<file path="config.mk">
export PLATFORM = sky130hd
export DESIGN_NAME = data_mem_arbiter
export DESIGN_NICKNAME = d
export VERILOG_FILES = /design/src/rtl/data_mem_arbiter.sv
export SDC_FILE = /design/constraint.sdc
export NUM_CORES = 1
export LEC_CHECK = 0
export CAP_MARGIN = 20
export CORE_AREA = 2 2 69 71
export CTS_CLUSTER_SIZE = 10
export DETAILED_ROUTE_END_ITERATION = 6
export DIE_AREA = 0 0 71 73
export PLACE_DENSITY = 0.88
export SYNTH_ARGS = -nofsm -noshare
export SYNTH_HDL_FRONTEND = slang
export SYNTH_SLANG_ARGS = --single-unit
export TNS_END_PERCENT = 1
</file>
<file path="constraint.sdc">
create_clock -name clk -period 4.6 [get_ports clk]
set_clock_uncertainty 0.05 [all_clocks]
set_input_delay 0.69 -clock clk [delete_from_list [all_inputs] [get_ports clk]]
set_output_delay 0.69 -clock clk [all_outputs]
set_load 0.01 [all_outputs]
</file>
<file path="src/rtl/data_mem_arbiter.sv">
// ---------------------------------------------------------------------------
// data_mem_arbiter
//   Shares the single-port data_mem between the core load/store path (port 0)
//   and the loader/DMA path (port 1). One access is accepted per cycle with
//   round-robin arbitration. The winning command is registered onto the memory
//   control pins. Read data is captured from the memory's combinational output
//   one cycle later and returned to the originating port with a valid pulse.
//
// Ports
//   clk, reset          clock, asynchronous active-high reset
//   pX_req/we/addr/wdata requester X command (held until pX_gnt)
//   pX_gnt              combinational grant, same cycle as the request
//   pX_rvalid/rdata     registered read return, 2 cycles after grant
//   mem_addr/read/write/wdata  registered command to data_mem
//   mem_rdata           data_mem output, only meaningful while mem_read = 1
// ---------------------------------------------------------------------------

// Per-port read-return register: captures memory data only for reads that
// belong to this port, so the other port's return state is untouched.
module data_mem_arbiter_rport #(
  parameter int DATA_W = 8
) (
  input  logic              clk,
  input  logic              reset,
  input  logic              i_capture,
  input  logic [DATA_W-1:0] i_mem_rdata,
  output logic              o_rvalid,
  output logic [DATA_W-1:0] o_rdata
);
  logic              r_rvalid;
  logic [DATA_W-1:0] r_rdata;

  always_ff @(posedge clk or posedge reset) begin
    if (reset) begin
      r_rvalid <= 1'b0;
      r_rdata  <= '0;
    end else begin
      r_rvalid <= i_capture;
      // bus is high-Z outside read cycles; never sample it then
      if (i_capture) r_rdata <= i_mem_rdata;
    end
  end

  assign o_rvalid = r_rvalid;
  assign o_rdata  = r_rdata;
endmodule

module data_mem_arbiter #(
  parameter int ADDR_W = 8,
  parameter int DATA_W = 8
) (
  input  logic              clk,
  input  logic              reset,
  input  logic              p0_req,
  input  logic              p0_we,
  input  logic [ADDR_W-1:0] p0_addr,
  input  logic [DATA_W-1:0] p0_wdata,
  input  logic              p1_req,
  input  logic              p1_we,
  input  logic [ADDR_W-1:0] p1_addr,
  input  logic [DATA_W-1:0] p1_wdata,
  output logic              p0_gnt,
  output logic              p1_gnt,
  output logic              p0_rvalid,
  output logic              p1_rvalid,
  output logic [DATA_W-1:0] p0_rdata,
  output logic [DATA_W-1:0] p1_rdata,
  output logic [ADDR_W-1:0] mem_addr,
  output logic              mem_read,
  output logic              mem_write,
  output logic [DATA_W-1:0] mem_wdata,
  input  logic [DATA_W-1:0] mem_rdata
);
  localparam int NUM_PORTS = 2;

  logic [NUM_PORTS-1:0]             w_req, w_we, w_gnt, w_cap, w_rvalid;
  logic [NUM_PORTS-1:0][ADDR_W-1:0] w_addr;
  logic [NUM_PORTS-1:0][DATA_W-1:0] w_wdata, w_rdata;
  logic                             w_sel;

  logic              r_last_gnt;  // port granted most recently
  logic              r_src;       // owner of the command now on the pins
  logic [ADDR_W-1:0] r_mem_addr;
  logic [DATA_W-1:0] r_mem_wdata;
  logic              r_mem_read, r_mem_write;

  assign w_req   = {p1_req,   p0_req};
  assign w_we    = {p1_we,    p0_we};
  assign w_addr  = {p1_addr,  p0_addr};
  assign w_wdata = {p1_wdata, p0_wdata};

  // Round robin: a lone requester always wins; under contention the port
  // that did not win last time goes first. Grants are masked during reset.
  always_comb begin
    w_gnt = '0;
    if (!reset) begin
      if (w_req[0] && (!w_req[1] || r_last_gnt)) w_gnt[0] = 1'b1;
      else if (w_req[1])                         w_gnt[1] = 1'b1;
    end
  end

  assign w_sel  = w_gnt[1];
  assign p0_gnt = w_gnt[0];
  assign p1_gnt = w_gnt[1];

  // Command stage. Reset clears read/write so an in-flight command never
  // reaches the memory edge.
  always_ff @(posedge clk or posedge reset) begin
    if (reset) begin
      r_last_gnt  <= 1'b1;
      r_src       <= 1'b0;
      r_mem_addr  <= '0;
      r_mem_wdata <= '0;
      r_mem_read  <= 1'b0;
      r_mem_write <= 1'b0;
    end else if (|w_gnt) begin
      r_last_gnt  <= w_sel;
      r_src       <= w_sel;
      r_mem_addr  <= w_addr[w_sel];
      r_mem_wdata <= w_wdata[w_sel];
      r_mem_read  <= ~w_we[w_sel];
      r_mem_write <= w_we[w_sel];
    end else begin
      r_mem_read  <= 1'b0;
      r_mem_write <= 1'b0;
    end
  end

  assign mem_addr  = r_mem_addr;
  assign mem_wdata = r_mem_wdata;
  assign mem_read  = r_mem_read;
  assign mem_write = r_mem_write;

  for (genvar i = 0; i < NUM_PORTS; i++) begin : g_port
    assign w_cap[i] = r_mem_read && (r_src == 1'(i));

    data_mem_arbiter_rport #(.DATA_W(DATA_W)) u_rport (
      .clk        (clk),
      .reset      (reset),
      .i_capture  (w_cap[i]),
      .i_mem_rdata(mem_rdata),
      .o_rvalid   (w_rvalid[i]),
      .o_rdata    (w_rdata[i])
    );
  end

  assign p0_rvalid = w_rvalid[0];
  assign p1_rvalid = w_rvalid[1];
  assign p0_rdata  = w_rdata[0];
  assign p1_rdata  = w_rdata[1];
endmodule

</file>
Word level (Yosys, flattened, before mapping). Index checks and enable logic that the tools add are counted.

Input port bits: 46. Flip-flop bits (word level): 38. Word-level logic and storage cells: 31.

Reductions and logical operators: 6. Multiplexer cells: 12. Order comparisons: 1. Bitwise logic cells: 2.

Operators with widths (count): 8-bit 2-to-1 mux (4); 1-bit 2-to-1 mux (7); 1-bit logical AND (3); 1-bit by 2-bit < comparator with 1-bit output (second input constant) (1); 2-bit 2-to-1 mux (1); 1-bit NOT (2); 2-bit OR reduction (1); 1-bit logical NOT (1); 1-bit logical OR (1).

Logic depth before layout (Yosys ltp).
Depth after elaboration: 9. Mapped depth: 5.

Hierarchy. Synthesis repeated with hierarchy kept, for this count alone.

Cell total of the unflattened synthesis: 149. Area total of the unflattened synthesis: 1691.6 um^2.

By module, submodules not included: data_mem_arbiter (sequential area each 501.7 um^2, instances 1, area an instance 970.9 um^2, cells each 111); data_mem_arbiter_rport (sequential area each 225.2 um^2, instances 2, area an instance 360.3 um^2, cells each 19).

Worst setup path before layout. No wires, ideal clock.

Path kind: input -> output. Start: input port reset. End: output port p0_gnt. Cell stages on the path: 2. Path slack: 1998 ps. Buffers on the path: 0. Arrival time: 1862 ps. Data required time: 3860 ps. Path through: inv_1 -> and3_1.

Cells in the longest elaborated chain, start to end: 1.

RTL lines: start: declaration (line 53) `input logic reset,`; 2-bit 2-to-1 mux (line 96) `if (!reset) begin`; end: declaration (line 62) `output logic p0_gnt,`.

No other way between the ends.

Worst setup path after layout.
Start: input port p0_req. End: output port p1_gnt.

Cells in the longest elaborated chain, start to end: 3.

RTL lines: start: declaration (line 54) `input logic p0_req,`; 1-bit logical AND (line 97) `if (w_req[0] && (!w_req[1] || r_last_gnt)) w_gnt[0] = 1'b1;`; 1-bit 2-to-1 mux (line 97); 2-bit 2-to-1 mux (line 96); end: declaration (line 63) `output logic p1_gnt,`.

No other way between the ends.

==> run summary <==
Top Metal Used = met4
Post-CTS Hold Buffers = 0
Post-Synth XOR/XNOR Area = 0%
Site Rows = 25
Post-route cell area = 2589 um^2
Initial antenna violation count = 0
DIE AREA = 5183 um^2
Layout cells sized above 1 = 11.69%
Met3 wire len = 267 um
CTS tree = yes
First-pass DRT Iterations = 4
Clock power frac = 26.4%
Post CTS Setup Buffer Count = 0
Post-DP Area = 2480 um^2
Crit. End Element = output port
Rel. slew slack = 58.10%
P per Cell Area = 397.7 nW/um^2
Status = finished, final reports clean
Sequential share of power = 42.7%
Main combinational cell family by area after synthesis = simple AND/OR/NAND/NOR gates
Sw Pwr = 267.9 uW
CTS max path bufs = 2
Die Span X = 71 um
Core ar. = 4536 um^2
Adder-Cell Fraction of Synth Area = 0%
Port bufs = 83
Slowest-stage cell, CP = clkdlybuf4s50_1
Htree depth = 2
Post-Synthesis Cells = 150
DR DRC count = 0
Met1 WL = 1604 um
Max cap viols = 0
Crit path cell chain = clkdlybuf4s50_1 > and2_1 > nor2_1 > clkdlybuf4s50_1
Mux cell area share after synthesis = 10.64%
CP arrival = 2.31 ns
Vias = 1420
Largest net degree at the start of global routing = 40
HPWL after DPL = 2919 um
Dpl ws = 1.565 ns
Fin crit share = 66.25%
Worst-skew pair later-pin latency = 0.28 ns
CP Max Fanout = 18
IO Pins = 84
GRT Util Overall = 15.80%
Avg Cell Area, Syn = 11.29 um^2
Die Ht = 73 um
CP most frequent cell = clkdlybuf4s50_1
Resized cells post-CTS = 0
Worst slew pin tran = 0.6285 ns
Peak supply drop = 238.0 uV
Global route overflow = 0
Slew Viols, Final = 0
Leak = 0.001059 uW
CTS sink count = 38
P_int = 761.7 uW
Nets = 276
Final Worst Setup Slack = 1.553 ns
Final Hold Viols = 0
Wire length on met2 = 1993 um
Hold WS = 0.4425 ns
CP delay by family, top = buffers and inverters
RSZ-0062 raised after global routing = false
Wirelength per Cell = 13.73 um
Ys Warns = 0
Antenna Nets Post-Route = 0
DR vias/cell = 4.982
Clock slew at reported path FFs = 0.07 ns
Vias in the first global route = 1416
Seq/Total Area, Yosys = 56.25%
Sw Share = 26.02%
Root buf cell = clkbuf_8
Synth Register Bits = 38
Final WL = 3914 um
Final setup violating endpoints = 0
Simple-gate portion of the synthesized area = 12.86%
P&R area growth vs syn = 52.92%
Mapped Area = 1693 um^2
Post-route minimum period = 3.047 ns
CP Data Required Time = 3.86 ns
CP Launch Type = input pin
Synth Area in Compound Gates = 12.56%
First-pass GRT wire length = 6320 um
Antenna diodes = 0
Mapped Nets = 196
Final setup TNS = 0 ns
Gpl congestion = 0.7798
Worst Path Buf+Inv = 2
CP max stage delay = 0.53 ns
Initial Util = 37.32%
TritonCTS buffer count = 5
WS Path Type = in -> out
Fmax = 0.3282 GHz
Synth unique cells = 26
Hold Path Class = reg -> reg
Combinational Power Share = 30.9%
Iteration-0 DRC Markers = 89
==> sequential cells by signal, indices dropped and copies added, names as in the netlist <==
name                     cells
g_port.u_rport.o_rdata      16
mem_addr                     8
mem_wdata                    8
g_port.u_rport.o_rvalid      2
mem_read                     1
mem_write                    1
r_last_gnt                   1
r_src                        1
==> cell type report <==
cell class              instances  area (um^2)
clock buffers                   5        68.82
clock inverters                 3        40.04
fillers                       408         1947
inverters                       3        11.26
multi-input cells              98        610.6
flip-flops and latches         38        952.2
well taps                      54        67.56
repair buffers                 84        838.3
==> worst reg2reg max path: stages, from the launching register on <==
cell     delay (ns)
dfstp_2        0.55
and2_1         0.46
o21ai_0        0.19
and3_1         0.22
==> worst paths after layout <==
check / startpoint / endpoint / slack (ns) / cells after the start
worst min register to register: g_port[0].u_rport.o_rdata[0]$_DFFE_PP0P_ / g_port[0].u_rport.o_rdata[0]$_DFFE_PP0P_ / 0.44 / 1
max in group asynchronous: reset / r_last_gnt$_DFFE_PP1P_ / 3.28 / 3
worst min-delay path: g_port[0].u_rport.o_rdata[0]$_DFFE_PP0P_ / g_port[0].u_rport.o_rdata[0]$_DFFE_PP0P_ / 0.44 / 1
worst max-delay path: p0_req / p1_gnt / 1.55 / 4
min in group asynchronous: reset / mem_addr[7]$_DFFE_PP0P_ / 0.87 / 3
worst max register to register: r_last_gnt$_DFFE_PP1P_ / mem_read$_DFF_PP0_ / 3.03 / 3
==> through the flow <==
step / util (%) / cells / total power (uW)
detailed placement: 54.68 / 277 / 769.0
CTS: 57.08 / 285 / 1046
floorplan: - / 150 / 578.5
finish: 57.08 / 285 / 1030
global route: 57.08 / 285 / 1090
global placement: 54.68 / 277 / 756.9
==> logic make-up after synthesis <==
family / count (synthesis)
muxes: 16
and+or+nand+nor: 45
AOI/OAI and AO/OA: 37
DFF: 38
buffers and inverters: 14
==> cells in the mapped netlist (all sizes together) <==
master         count  area share (%)
and3               2            0.74
nand3             17             5.0
nor2              19             4.2
nand2              2            0.44
clkbuf             1            0.81
o21ai             18             5.3
dfrtp             37              55
inv                3            0.67
a31oi             16             5.9
clkdlybuf4s15      1            0.67
o21ba              1            0.59
dfstp              1             1.6
a21o               1            0.44
mux2              16              11
buf                9             5.5
and2               1            0.37
nand2b             2             1.2
or2b               1            0.44
and2b              1            0.44
a21oi              1            0.30
==> power by group through the flow <==
| stage | combinational (uW) | sequential, uW | clock (uW) |
|---|---|---|---|
| after floorplan | 104 | 475 | 0 |
| after global placement | 315 | 442 | 0 |
| after detailed placement | 322 | 447 | 0 |
| after CTS | 323 | 440 | 283 |
| after global routing | 342 | 449 | 299 |
| final | 318 | 440 | 272 |
==> per-layer routing <==
| metal | GRT usage, % | up-vias |
|---|---|---|
| li1 | - | 690 |
| met1 | 17.45 | 668 |
| met2 | 28.04 | 56 |
| met3 | 5.801 | 6 |
| met4 | 5.660 | 0 |
| met5 | 0 | - |
==> layout by cell type (no fill, tap or decap), drive strengths merged <==
cell	n
a21o	1
a21oi	1
a31oi	16
and2	1
and2b	1
and3	2
buf	1
bufinv	1
clkbuf	5
clkdlybuf4s50	83
clkinv	2
dfrtp	37
dfstp	1
inv	3
mux2	16
nand2	2
nand2b	2
nand3	17
nor2	19
o21ai	18
o21ba	1
or2b	1
No activity file was read; power rests on OpenSTA's default activity.
